--- src/rtl/cu_mc_pkg.sv ---
// cu_mc_pkg: shared types and constants for the multi-cycle control unit.
//   state_t     - control FSM states
//   op_class_t  - instruction classes reported by the decoder
//   mem_size_t  - RAM access size codes (fetch always uses SZ_LONG)
//   cu_timeout_w() - width of the memory wait counter for a given timeout
package cu_mc_pkg;

    typedef enum logic [2:0] {
        ST_FETCH     = 3'd0,
        ST_DECODE    = 3'd1,
        ST_EXECUTE   = 3'd2,
        ST_MEM_WAIT  = 3'd3,
        ST_IO_WAIT   = 3'd4,
        ST_INCREMENT = 3'd5,
        ST_HALTED    = 3'd6,
        ST_FAULT     = 3'd7
    } state_t;

    typedef enum logic [2:0] {
        OP_NOP  = 3'd0,
        OP_ALU  = 3'd1,
        OP_LOAD = 3'd2,
        OP_JMP  = 3'd3,
        OP_HALT = 3'd4,
        OP_PUTC = 3'd5
    } op_class_t;

    typedef enum logic [1:0] {
        SZ_BYTE = 2'd0,
        SZ_WORD = 2'd1,
        SZ_LONG = 2'd2,
        SZ_QUAD = 2'd3
    } mem_size_t;

    localparam int CU_MEM_TIMEOUT_DEF = 255;
    localparam int CU_TIMEOUT_W       = $clog2(CU_MEM_TIMEOUT_DEF + 1);

    // Counter width able to hold values 0..timeout.
    function automatic int cu_timeout_w(input int timeout);
        return (timeout < 1) ? 1 : $clog2(timeout + 1);
    endfunction

endpackage

--- src/rtl/cu_mc_if.sv ---
// cu_mc_if: memory read port and UART putc handshake of the control unit.
//   mem_req/mem_addr/mem_size  - read request, held until mem_ready
//   mem_ready/mem_rdata        - read completion from the RAM arbiter
//   putc/putc_ready            - character strobe to the UART and its accept
// Modports: master = control unit, slave = RAM arbiter / UART side.
interface cu_mc_if #(
    parameter int ADDR_W = 16,
    parameter int DATA_W = 64
);
    logic              mem_req;
    logic [ADDR_W-1:0] mem_addr;
    logic [1:0]        mem_size;
    logic              mem_ready;
    logic [DATA_W-1:0] mem_rdata;
    logic              putc;
    logic              putc_ready;

    modport master (
        output mem_req, mem_addr, mem_size, putc,
        input  mem_ready, mem_rdata, putc_ready
    );

    modport slave (
        input  mem_req, mem_addr, mem_size, putc,
        output mem_ready, mem_rdata, putc_ready
    );
endinterface

--- src/rtl/cu_mc_wait_timer.sv ---
// cu_wait_timer: counts memory request cycles that ended without ready.
//   clk, rst    - clock, synchronous active-high reset
//   clr_i       - clear counter (state entry); wins over cnt_en_i
//   cnt_en_i    - a request cycle passed without ready
//   expired_o   - the current request cycle is the LIMIT-th one; if ready
//                 does not arrive in it, the wait has timed out
module cu_wait_timer #(
    parameter int LIMIT = 255,
    parameter int CNT_W = 8
) (
    input  logic clk,
    input  logic rst,
    input  logic clr_i,
    input  logic cnt_en_i,
    output logic expired_o
);

    logic [CNT_W-1:0] cnt_q;
    logic [CNT_W-1:0] cnt_d;

    assign expired_o = (cnt_q == CNT_W'(LIMIT - 1));

    // Saturate at the expiry value so a stalled owner can never wrap it.
    always_comb begin
        cnt_d = cnt_q;
        if (clr_i) begin
            cnt_d = '0;
        end else if (cnt_en_i && !expired_o) begin
            cnt_d = cnt_q + 1'b1;
        end
    end

    always_ff @(posedge clk) begin
        if (rst) begin
            cnt_q <= '0;
        end else begin
            cnt_q <= cnt_d;
        end
    end

endmodule

--- src/rtl/cu_mc.sv ---
// cu_mc: multi-cycle control unit with handshaked memory and UART access.
// Sequence per instruction: FETCH -> DECODE -> EXECUTE -> [MEM_WAIT|IO_WAIT]
// -> INCREMENT -> FETCH, with HALTED (resume continues) and FAULT (memory
// timeout, resume retries the fetch at the same ip).
// Ports:
//   clk, rst         - clock, synchronous active-high reset
//   en_i             - global enable, 0 freezes the unit and drops strobes
//   resume_i         - leave HALTED / FAULT
//   bus              - memory read port + putc handshake (master side)
//   ir_o             - instruction register to the decoder
//   dec_*_i          - decoded op class, jump offset, load address/size
//   alu_en_o         - ALU operates this cycle
//   rf_we_o/rf_wsel_o- reg file write strobe / source (0 ALU, 1 load data)
//   ld_data_o        - captured load data
//   halted_o/fault_o - state flags
//   fault_addr_o     - address of the request that timed out
module cu_mc
    import cu_mc_pkg::*;
#(
    parameter int ADDR_W      = 16,
    parameter int INSTR_W     = 32,
    parameter int DATA_W      = 64,
    parameter int INSTR_BYTES = 4,
    parameter int RESET_IP    = 0,
    parameter int MEM_TIMEOUT = 255
) (
    input  logic               clk,
    input  logic               rst,
    input  logic               en_i,
    input  logic               resume_i,
    cu_mc_if.master            bus,
    output logic [INSTR_W-1:0] ir_o,
    input  op_class_t          dec_op_i,
    input  logic [ADDR_W-1:0]  dec_jmp_off_i,
    input  logic [ADDR_W-1:0]  dec_ld_addr_i,
    input  logic [1:0]         dec_ld_size_i,
    output logic               alu_en_o,
    output logic               rf_we_o,
    output logic               rf_wsel_o,
    output logic [DATA_W-1:0]  ld_data_o,
    output logic               halted_o,
    output logic               fault_o,
    output logic [ADDR_W-1:0]  fault_addr_o
);

    localparam int TMR_W = cu_timeout_w(MEM_TIMEOUT);

    state_t             state_q, state_d;
    logic [ADDR_W-1:0]  ip_q, ip_d;
    logic [INSTR_W-1:0] ir_q, ir_d;
    logic [DATA_W-1:0]  ld_data_q, ld_data_d;
    logic [ADDR_W-1:0]  fault_addr_q, fault_addr_d;

    logic               mem_req;
    logic [ADDR_W-1:0]  mem_addr;
    logic [1:0]         mem_size;
    logic               putc;
    logic               alu_en;
    logic               rf_we;
    logic               rf_wsel;

    logic               tmr_clr;
    logic               tmr_cnt;
    logic               tmr_expired;

    // Offset is in instructions; the modular product gives the byte delta
    // for negative offsets as well.
    logic [ADDR_W-1:0]  jmp_delta;
    assign jmp_delta = dec_jmp_off_i * ADDR_W'(INSTR_BYTES);

    always_comb begin
        state_d      = state_q;
        ip_d         = ip_q;
        ir_d         = ir_q;
        ld_data_d    = ld_data_q;
        fault_addr_d = fault_addr_q;
        mem_req      = 1'b0;
        mem_addr     = ip_q;
        mem_size     = SZ_LONG;
        putc         = 1'b0;
        alu_en       = 1'b0;
        rf_we        = 1'b0;
        rf_wsel      = 1'b0;

        case (state_q)
            ST_FETCH: begin
                mem_req = 1'b1;
                // Ready in the expiry cycle still completes the fetch.
                if (bus.mem_ready) begin
                    ir_d    = bus.mem_rdata[INSTR_W-1:0];
                    state_d = ST_DECODE;
                end else if (tmr_expired) begin
                    fault_addr_d = mem_addr;
                    state_d      = ST_FAULT;
                end
            end
            ST_DECODE: begin
                state_d = ST_EXECUTE;
            end
            ST_EXECUTE: begin
                case (dec_op_i)
                    OP_ALU: begin
                        alu_en  = 1'b1;
                        state_d = ST_INCREMENT;
                    end
                    OP_LOAD: state_d = ST_MEM_WAIT;
                    OP_PUTC: state_d = ST_IO_WAIT;
                    OP_HALT: state_d = ST_HALTED;
                    default: state_d = ST_INCREMENT;
                endcase
            end
            ST_MEM_WAIT: begin
                mem_req  = 1'b1;
                mem_addr = dec_ld_addr_i;
                mem_size = dec_ld_size_i;
                if (bus.mem_ready) begin
                    ld_data_d = bus.mem_rdata;
                    state_d   = ST_INCREMENT;
                end else if (tmr_expired) begin
                    fault_addr_d = mem_addr;
                    state_d      = ST_FAULT;
                end
            end
            ST_IO_WAIT: begin
                putc = 1'b1;
                if (bus.putc_ready) begin
                    state_d = ST_INCREMENT;
                end
            end
            ST_INCREMENT: begin
                rf_we   = (dec_op_i == OP_ALU) || (dec_op_i == OP_LOAD);
                rf_wsel = (dec_op_i == OP_LOAD);
                if (dec_op_i == OP_JMP) begin
                    ip_d = ip_q + jmp_delta;
                end else begin
                    ip_d = ip_q + ADDR_W'(INSTR_BYTES);
                end
                state_d = ST_FETCH;
            end
            ST_HALTED: begin
                if (resume_i) begin
                    state_d = ST_INCREMENT;
                end
            end
            ST_FAULT: begin
                if (resume_i) begin
                    state_d = ST_FETCH;
                end
            end
            default: state_d = ST_FETCH;
        endcase

        // Disabled (or in reset): hold every register and drop all strobes,
        // which also makes the unit deaf to ready/putc_ready.
        if (!en_i || rst) begin
            state_d      = state_q;
            ip_d         = ip_q;
            ir_d         = ir_q;
            ld_data_d    = ld_data_q;
            fault_addr_d = fault_addr_q;
            mem_req      = 1'b0;
            putc         = 1'b0;
            alu_en       = 1'b0;
            rf_we        = 1'b0;
            rf_wsel      = 1'b0;
        end
    end

    // Counter restarts whenever a new state is entered; it only advances on
    // live request cycles that saw no ready.
    assign tmr_clr = en_i && (state_d != state_q);
    assign tmr_cnt = mem_req && !bus.mem_ready;

    cu_wait_timer #(
        .LIMIT (MEM_TIMEOUT),
        .CNT_W (TMR_W)
    ) u_wait_timer (
        .clk       (clk),
        .rst       (rst),
        .clr_i     (tmr_clr),
        .cnt_en_i  (tmr_cnt),
        .expired_o (tmr_expired)
    );

    always_ff @(posedge clk) begin
        if (rst) begin
            state_q      <= ST_FETCH;
            ip_q         <= ADDR_W'(RESET_IP);
            ir_q         <= '0;
            ld_data_q    <= '0;
            fault_addr_q <= '0;
        end else begin
            state_q      <= state_d;
            ip_q         <= ip_d;
            ir_q         <= ir_d;
            ld_data_q    <= ld_data_d;
            fault_addr_q <= fault_addr_d;
        end
    end

    assign bus.mem_req   = mem_req;
    assign bus.mem_addr  = mem_addr;
    assign bus.mem_size  = mem_size;
    assign bus.putc      = putc;

    assign ir_o         = ir_q;
    assign alu_en_o     = alu_en;
    assign rf_we_o      = rf_we;
    assign rf_wsel_o    = rf_wsel;
    assign ld_data_o    = ld_data_q;
    assign halted_o     = (state_q == ST_HALTED);
    assign fault_o      = (state_q == ST_FAULT);
    assign fault_addr_o = fault_addr_q;

endmodule
--- src/flat_wrapper.sv ---
// flat-port wrapper written by rule: the top's interface ports become plain ports
module cu_mc_flat import cu_mc_pkg::*;
#(
    parameter int ADDR_W      = 16,
    parameter int INSTR_W     = 32,
    parameter int DATA_W      = 64,
    parameter int INSTR_BYTES = 4,
    parameter int RESET_IP    = 0,
    parameter int MEM_TIMEOUT = 255
)
  (clk, rst, en_i, resume_i, ir_o, dec_op_i, dec_jmp_off_i, dec_ld_addr_i, dec_ld_size_i, alu_en_o, rf_we_o, rf_wsel_o, ld_data_o, halted_o, fault_o, fault_addr_o, bus_mem_req, bus_mem_addr, bus_mem_size, bus_putc, bus_mem_ready, bus_mem_rdata, bus_putc_ready);
  cu_mc_if #(.ADDR_W(ADDR_W), .DATA_W(DATA_W)) bus_i ();
  input  logic clk;
  input  logic rst;
  input  logic en_i;
  input  logic resume_i;
  output logic [INSTR_W-1:0] ir_o;
  input  op_class_t dec_op_i;
  input  logic [ADDR_W-1:0] dec_jmp_off_i;
  input  logic [ADDR_W-1:0] dec_ld_addr_i;
  input  logic [1:0] dec_ld_size_i;
  output logic alu_en_o;
  output logic rf_we_o;
  output logic rf_wsel_o;
  output logic [DATA_W-1:0] ld_data_o;
  output logic halted_o;
  output logic fault_o;
  output logic [ADDR_W-1:0] fault_addr_o;
  output wire logic [$bits(bus_i.mem_req)-1:0] bus_mem_req;
  output wire logic [$bits(bus_i.mem_addr)-1:0] bus_mem_addr;
  output wire logic [$bits(bus_i.mem_size)-1:0] bus_mem_size;
  output wire logic [$bits(bus_i.putc)-1:0] bus_putc;
  input wire logic [$bits(bus_i.mem_ready)-1:0] bus_mem_ready;
  input wire logic [$bits(bus_i.mem_rdata)-1:0] bus_mem_rdata;
  input wire logic [$bits(bus_i.putc_ready)-1:0] bus_putc_ready;
  assign bus_mem_req = bus_i.mem_req;
  assign bus_mem_addr = bus_i.mem_addr;
  assign bus_mem_size = bus_i.mem_size;
  assign bus_putc = bus_i.putc;
  assign bus_i.mem_ready = bus_mem_ready;
  assign bus_i.mem_rdata = bus_mem_rdata;
  assign bus_i.putc_ready = bus_putc_ready;
  cu_mc #(.ADDR_W(ADDR_W), .INSTR_W(INSTR_W), .DATA_W(DATA_W), .INSTR_BYTES(INSTR_BYTES), .RESET_IP(RESET_IP), .MEM_TIMEOUT(MEM_TIMEOUT)) u_core (.clk(clk), .rst(rst), .en_i(en_i), .resume_i(resume_i), .bus(bus_i), .ir_o(ir_o), .dec_op_i(dec_op_i), .dec_jmp_off_i(dec_jmp_off_i), .dec_ld_addr_i(dec_ld_addr_i), .dec_ld_size_i(dec_ld_size_i), .alu_en_o(alu_en_o), .rf_we_o(rf_we_o), .rf_wsel_o(rf_wsel_o), .ld_data_o(ld_data_o), .halted_o(halted_o), .fault_o(fault_o), .fault_addr_o(fault_addr_o));
endmodule
--- config.mk ---
export PLATFORM = sky130hd
export DESIGN_NAME = cu_mc_flat
export DESIGN_NICKNAME = d
export VERILOG_FILES = /design/src/rtl/cu_mc_pkg.sv /design/src/rtl/cu_mc_if.sv /design/src/rtl/cu_mc_wait_timer.sv /design/src/rtl/cu_mc.sv /design/src/flat_wrapper.sv
export SDC_FILE = /design/constraint.sdc
export NUM_CORES = 1
export LEC_CHECK = 0
export CELL_PAD_IN_SITES_DETAIL_PLACEMENT = 1
export CELL_PAD_IN_SITES_GLOBAL_PLACEMENT = 1
export CORE_ASPECT_RATIO = 0.7
export CORE_MARGIN = 2
export CORE_UTILIZATION = 30
export DETAILED_ROUTE_END_ITERATION = 12
export PLACE_DENSITY = 0.77
export SYNTH_ARGS = -nofsm -noshare
export SYNTH_HDL_FRONTEND = slang
export SYNTH_SLANG_ARGS = --single-unit
export TNS_END_PERCENT = 100
--- constraint.sdc ---
create_clock -name clk -period 4.5 [get_ports clk]
set_clock_uncertainty 0.2 [all_clocks]
set_input_delay 1.125 -clock clk [delete_from_list [all_inputs] [get_ports clk]]
set_output_delay 1.125 -clock clk [all_outputs]
set_load 0.1 [all_outputs]
After elaboration in Yosys (flattened, before gate mapping)
Cells that the tools add are included.
{"block": "op_classes", "n_addsub": 3, "eq_ne": 18, "muxes": 28, "bitwise_logic": 1, "reduce_logical": 16}
{"cell": "$mux W16", "n": 6}
{"cell": "$pmux W16 S2", "n": 1}
{"cell": "$pmux W3 S8", "n": 1}
{"cell": "$mux W3", "n": 7}
{"cell": "$eq A3 B3 Y1 const B", "n": 6}
{"cell": "$add A16 B16 Y16", "n": 1}
{"cell": "$add A16 B3 Y16 const B", "n": 1}
{"cell": "$eq A3 B2 Y1 const B", "n": 4}
{"cell": "$mux W1", "n": 11}
{"cell": "$pmux W3 S3", "n": 1}
{"cell": "$add A8 B1 Y8 const B", "n": 1}
{"cell": "$eq A8 B8 Y1 const B", "n": 1}
{"cell": "$ne A2 B2 Y1 const B", "n": 4}
{"cell": "$eq A3 B1 Y1 const B", "n": 2}
{"cell": "$reduce_and A3 Y1", "n": 2}
{"cell": "$reduce_and A6 Y1", "n": 1}
{"cell": "$reduce_or A2 Y1", "n": 2}
{"cell": "$logic_and A1 B1 Y1", "n": 3}
{"cell": "$logic_not A1 Y1", "n": 3}
{"cell": "$logic_not A3 Y1", "n": 1}
{"cell": "$ne A3 B3 Y1", "n": 1}
{"cell": "$logic_or A1 B1 Y1", "n": 2}
{"cell": "$mux W2", "n": 1}
{"cell": "$reduce_and A2 Y1", "n": 1}
{"cell": "2 further kinds", "n": 2}
{"block": "word_totals", "regBits": 139}

Longest topological paths before layout
{"block": "logic_depth", "word_depth": 8, "ltp_mapped": 11}

Modules after synthesis
From an unflattened synthesis, not the netlist that was laid out.
{"block": "hier_totals", "cells_unflattened": 784, "area_unflattened_um2": 6138.4}
{"module": "cu_mc", "instances": 1, "cells_per_inst": 734, "area_per_inst_um2": 5706.7, "seq_area_each_um2": 2582.5}
{"module": "cu_wait_timer", "instances": 1, "cells_per_inst": 50, "area_per_inst_um2": 431.7, "seq_area_each_um2": 160.2}

Worst setup path after synthesis
No wires, ideal clock.
{"block": "synth_path", "path_type": "input -> output", "start": "input port en_i", "end": "output port rf_wsel_o", "arrival_ps": 4880, "required_ps": 3175, "setup_slack_ps": -1705, "cell_stages": 5, "n_path_buf": 2, "path_cell_list": "buf_4 -> nor2b_1 -> nand4b_1 -> buf_2 -> nor4b_1"}
{"block": "synth_between", "elab_chain_cells": 3}
{"item": "start: declaration", "line": "flat_wrapper.sv:15", "rtl": "input logic en_i;"}
{"item": "$logic_not A1 Y1", "line": "cu_mc.sv:155", "rtl": "if (!en_i || rst) begin"}
{"item": "$logic_or A1 B1 Y1", "line": "cu_mc.sv:155"}
{"item": "$mux W1", "line": "cu_mc.sv:155"}
{"item": "end: declaration", "line": "flat_wrapper.sv:24", "rtl": "output logic rf_wsel_o;"}
No other way between the ends.

Worst setup path after layout
Same ends and word-level chain as after synthesis.

==> results.md <==
* Total grt overflow at 0
* Multiplexer fraction of the synthesized cell area at 0.00671
* Net switching component of the power at 794 µW
* Vertical die dimension at 122 µm
* Number of port buffers at 241
* Clock tree from TritonCTS: yes
* Async SR Flop Fraction at 0
* Area share of fa/ha/maj cells after synthesis at 0.0348
* Combinational share of power at 0.114
* Sequential element share of the synthesized area at 0.459
* Top cell type by total area after synthesis: sky130_fd_sc_hd__dfxtp_1
* Syn-to-layout area delta at 54.2%
* Endpoint arrival time on the critical path at 2.82 ns
* CTS Root Cell: sky130_fd_sc_hd__clkbuf_16
* Fraction of post-synthesis cell area in the top cell type by area at 0.459
* Clock latency on the worst-skew pair at 0.41 ns
* Data required time at the worst endpoint at 3.17 ns
* Core utilization of the finished layout at 0.469
* Cell Chain, Critical Path: clkdlybuf4s50_1 > nor2b_1 > nand4b_1 > nor4b_2 > buf_12
* Pins Over Slew Limit at 0
* Maximum level of the CTS H-tree at 4
* Via count of the first global-routing pass at 5,994
* Final total negative setup slack at 0 ns
* Number of standard-cell rows in the floorplan at 43
* Post-synth net total at 894
* Crit Path Category: in2out
* Number of buffers on the longest clock path at 2
* Number of max-capacitance violations reported at 0
* Horizontal die dimension at 173 µm
* Number of flops mapped to enable cells by yosys at 0
* Top_reg_cell synth: sky130_fd_sc_hd__dfxtp_1
* Number of buffers and inverters on the critical path at 2
* Distinct cell type count of the synthesized netlist at 50
* Area contributors post-synth: sky130_fd_sc_hd__dfxtp_1 (46%), sky130_fd_sc_hd__nand2_1 (16%), sky130_fd_sc_hd__a21oi_1 (9.5%)
* Run status: completed
* Number of instances resized during post-cts repair at 0
* Post-layout min period at 4.15 ns
* Hold-fix buffers, CTS at 0
* Top cell types by occurrence after synthesis: sky130_fd_sc_hd__nand2_1 (250), sky130_fd_sc_hd__dfxtp_1 (137), sky130_fd_sc_hd__a21oi_1 (113), sky130_fd_sc_hd__nor2_1 (34), sky130_fd_sc_hd__clkbuf_1 (31)
* Filler Cells Inserted at 2,332
* Sequential cell fraction of total power at 0.423
* Slack of the worst reg-to-reg path at 1.84 ns
* Combinational family with the most area after synthesis: simple AND/OR/NAND/NOR gates
* Area used by multi-input combinational logic at 3020 µm²
* Number of buffers created by CTS at 17
* Maximum number of pins on one net before global-route repair at 84
* XOR/XNOR Fraction of Synth Area at 0.0264
* Antenna Cells at 0
* Max incr delay on CP at 0.49 ns
* Share of power burned in the clock network at 0.462
* Warning count from the yosys run at 0
* Type of element launching the critical path: input pin
* Top-count cell post-synth: sky130_fd_sc_hd__nand2_1
* Fin crit share at 0.922
* Worst Max-Slew Pin Slew at 1.08 ns
* Peak fanout along the critical path at 4
* HPWL after detailed placement at 14,800 µm
* Syn_area_per_cell at 7.74 µm²
* First-pass GRT wire length at 32,100 µm
* Synth Register Bits at 137
* Sequential cell area at 2740 µm²
* Via/cell ratio at 4.72
* Final routed wirelength across all metal layers at 20,600 µm
* Detailed-route DRC error count at 0
* Count of vias placed by the detailed router at 6,036
* Compound-gate portion of the synthesized area at 0.161
* Slew HR at 0.280
* First-pass iteration count of the detailed router at 4
* Setup violators final at 0
* Final Hold Viols at 0
* Total leakage power at 3.34 nW
* Gate count of the mapped netlist at 771
* Initial detailed-routing violation count at 250
* Power per unit of standard cell area at 318 nW/µm²
* Fraction of layout instances using a drive strength above 1 at 0.0863
* Share of total power consumed by net switching at 0.271
* GRT Resource Usage Total at 0.192
* RSZ-0062 raised after global routing: false
* Crit end category: primary output
* Last weighted congestion value of the routability-driven placer at 0.803
* Die Footprint at 21,100 µm²
* Post-synthesis share of cell area spent on and, or, nand and nor gates at 0.272
* Final-stage net count at 1,118
* Number of antenna violations at the first check in global routing at 0
* Final std cell area, no fill at 9210 µm²
* Placed cell area at 8640 µm²
* I/O pin count at 244
* Core region area at 19,600 µm²
* Synth Cell Area at 5970 µm²
* Clock sink count at 137
* Clock slew seen by the registers of the worst setup and hold paths at 0.06 ns
* Crit path max-delay cell type: sky130_fd_sc_hd__clkdlybuf4s50_1
* Worst IR Drop VDD at 0.192 mV
* Total setup buffers inserted after CTS at 0
* Classification of the worst-slack hold path: reg2reg
* Post-DR wirelength/cell at 16.1 µm
* Max Clk Rate at 241 MHz
* Initial core utilization at 0.304
* Kind of cell adding the most delay to the critical path: simple AND/OR/NAND/NOR gates
* Total internal power at 2.14 mW
* Post-detailed-route count of antenna-violating nets at 0
==> through the flow <==
stage	setup WS (ns)	total power [mW]	cells	hold WS [ns]
after CTS	0.340	2.97	1278	0.255
after global placement	0.411	1.60	1246	0.241
after global routing	0.254	3.05	1278	0.271
final	0.352	2.93	1278	0.252
after floorplan	-0.307	1.45	771	0.235
after detailed placement	0.338	1.60	1246	0.247
==> area by class of cell <==
type                    count  share of cell area
clock buffers              18              0.0466
clock inverters            14              0.0149
inverters                   6             0.00245
multi-input cells         579               0.328
flip-flops and latches    137               0.298
well taps                 270              0.0367
repair buffers            254               0.274
==> worst paths after layout <==
| kind | startpoint | to | cells past startpoint |
|---|---|---|---|
| min reg2reg | u_core.ld_data_o[18] | u_core.ld_data_o[18] | 2 |
| max reg2reg | u_core.state_q[1] | u_core.ld_data_o[44] | 6 |
| min | u_core.ld_data_o[18] | u_core.ld_data_o[18] | 2 |
| max | en_i | rf_wsel_o | 5 |
==> layout by cell type, fill, tap and decap left out, drive strengths merged, types with 2 or more instances in the layout <==
cell / Yosys / final
a21oi: 113 / 113
clkdlybuf4s50: 0 / 215
nand3: 21 / 21
mux2i: 4 / 4
nand2: 250 / 250
and2: 15 / 15
a211oi: 5 / 5
dfxtp: 137 / 137
nor3: 4 / 4
nor2: 36 / 36
or3: 3 / 3
buf: 18 / 39
nand4b: 2 / 2
a31oi: 2 / 2
nand2b: 2 / 2
a21o: 4 / 4
nand3b: 12 / 12
and3: 9 / 9
clkbuf: 31 / 18
o21ai: 37 / 37
clkinvlp: 0 / 5
nor4b: 3 / 3
inv: 6 / 12
o211ai: 3 / 3
nor2b: 2 / 2
nand4: 2 / 2
xnor2: 6 / 6
o31ai: 2 / 2
nor3b: 3 / 3
clkinv: 0 / 2
ha: 15 / 15
o21a: 2 / 2
xor2: 12 / 12
==> power by group through the flow <==
stage / clock, mW / combinational [mW] / sequential (mW)
detailed placement: 0 / 0.336 / 1.27
global placement: 0 / 0.333 / 1.27
CTS: 1.39 / 0.338 / 1.24
floorplan: 0 / 0.108 / 1.34
finish: 1.35 / 0.335 / 1.24
global route: 1.45 / 0.357 / 1.24
==> routing by layer <==
metal,global-route usage,vias up,routed length (µm)
li1,-,3022,-
met1,0.250,2835,9890
met2,0.298,164,8870
met3,0.0780,15,1620
met4,0.0449,0,185
met5,0,-,0
==> cell families (layout without fill, tap and decap cells) <==
logic type / Yosys count / after routing
AND/OR/NAND/NOR: 367 / 367
buffers and inverters: 55 / 292
multiplexers: 4 / 4
adder cells (fa/ha/maj): 16 / 16
AO/OA/AOI/OAI: 174 / 174
XOR/XNOR: 18 / 18
flip-flops: 137 / 137
==> flip-flops by register name, indices dropped and copies added, names as in the netlist <==
name,count
u_core.state_q,3
u_core.fault_addr_o,16
u_core.ld_data_o,64
u_core.u_wait_timer.cnt_q,8
u_core.ip_q,14
u_core.ir_o,32
==> worst min-delay path, stage by stage, from the launching register on <==
cell	delay, ns
sky130_fd_sc_hd__dfxtp_1	0.31
sky130_fd_sc_hd__nand2_1	0.05
sky130_fd_sc_hd__a21oi_1	0.05
Power figures use the tool's default switching activity.
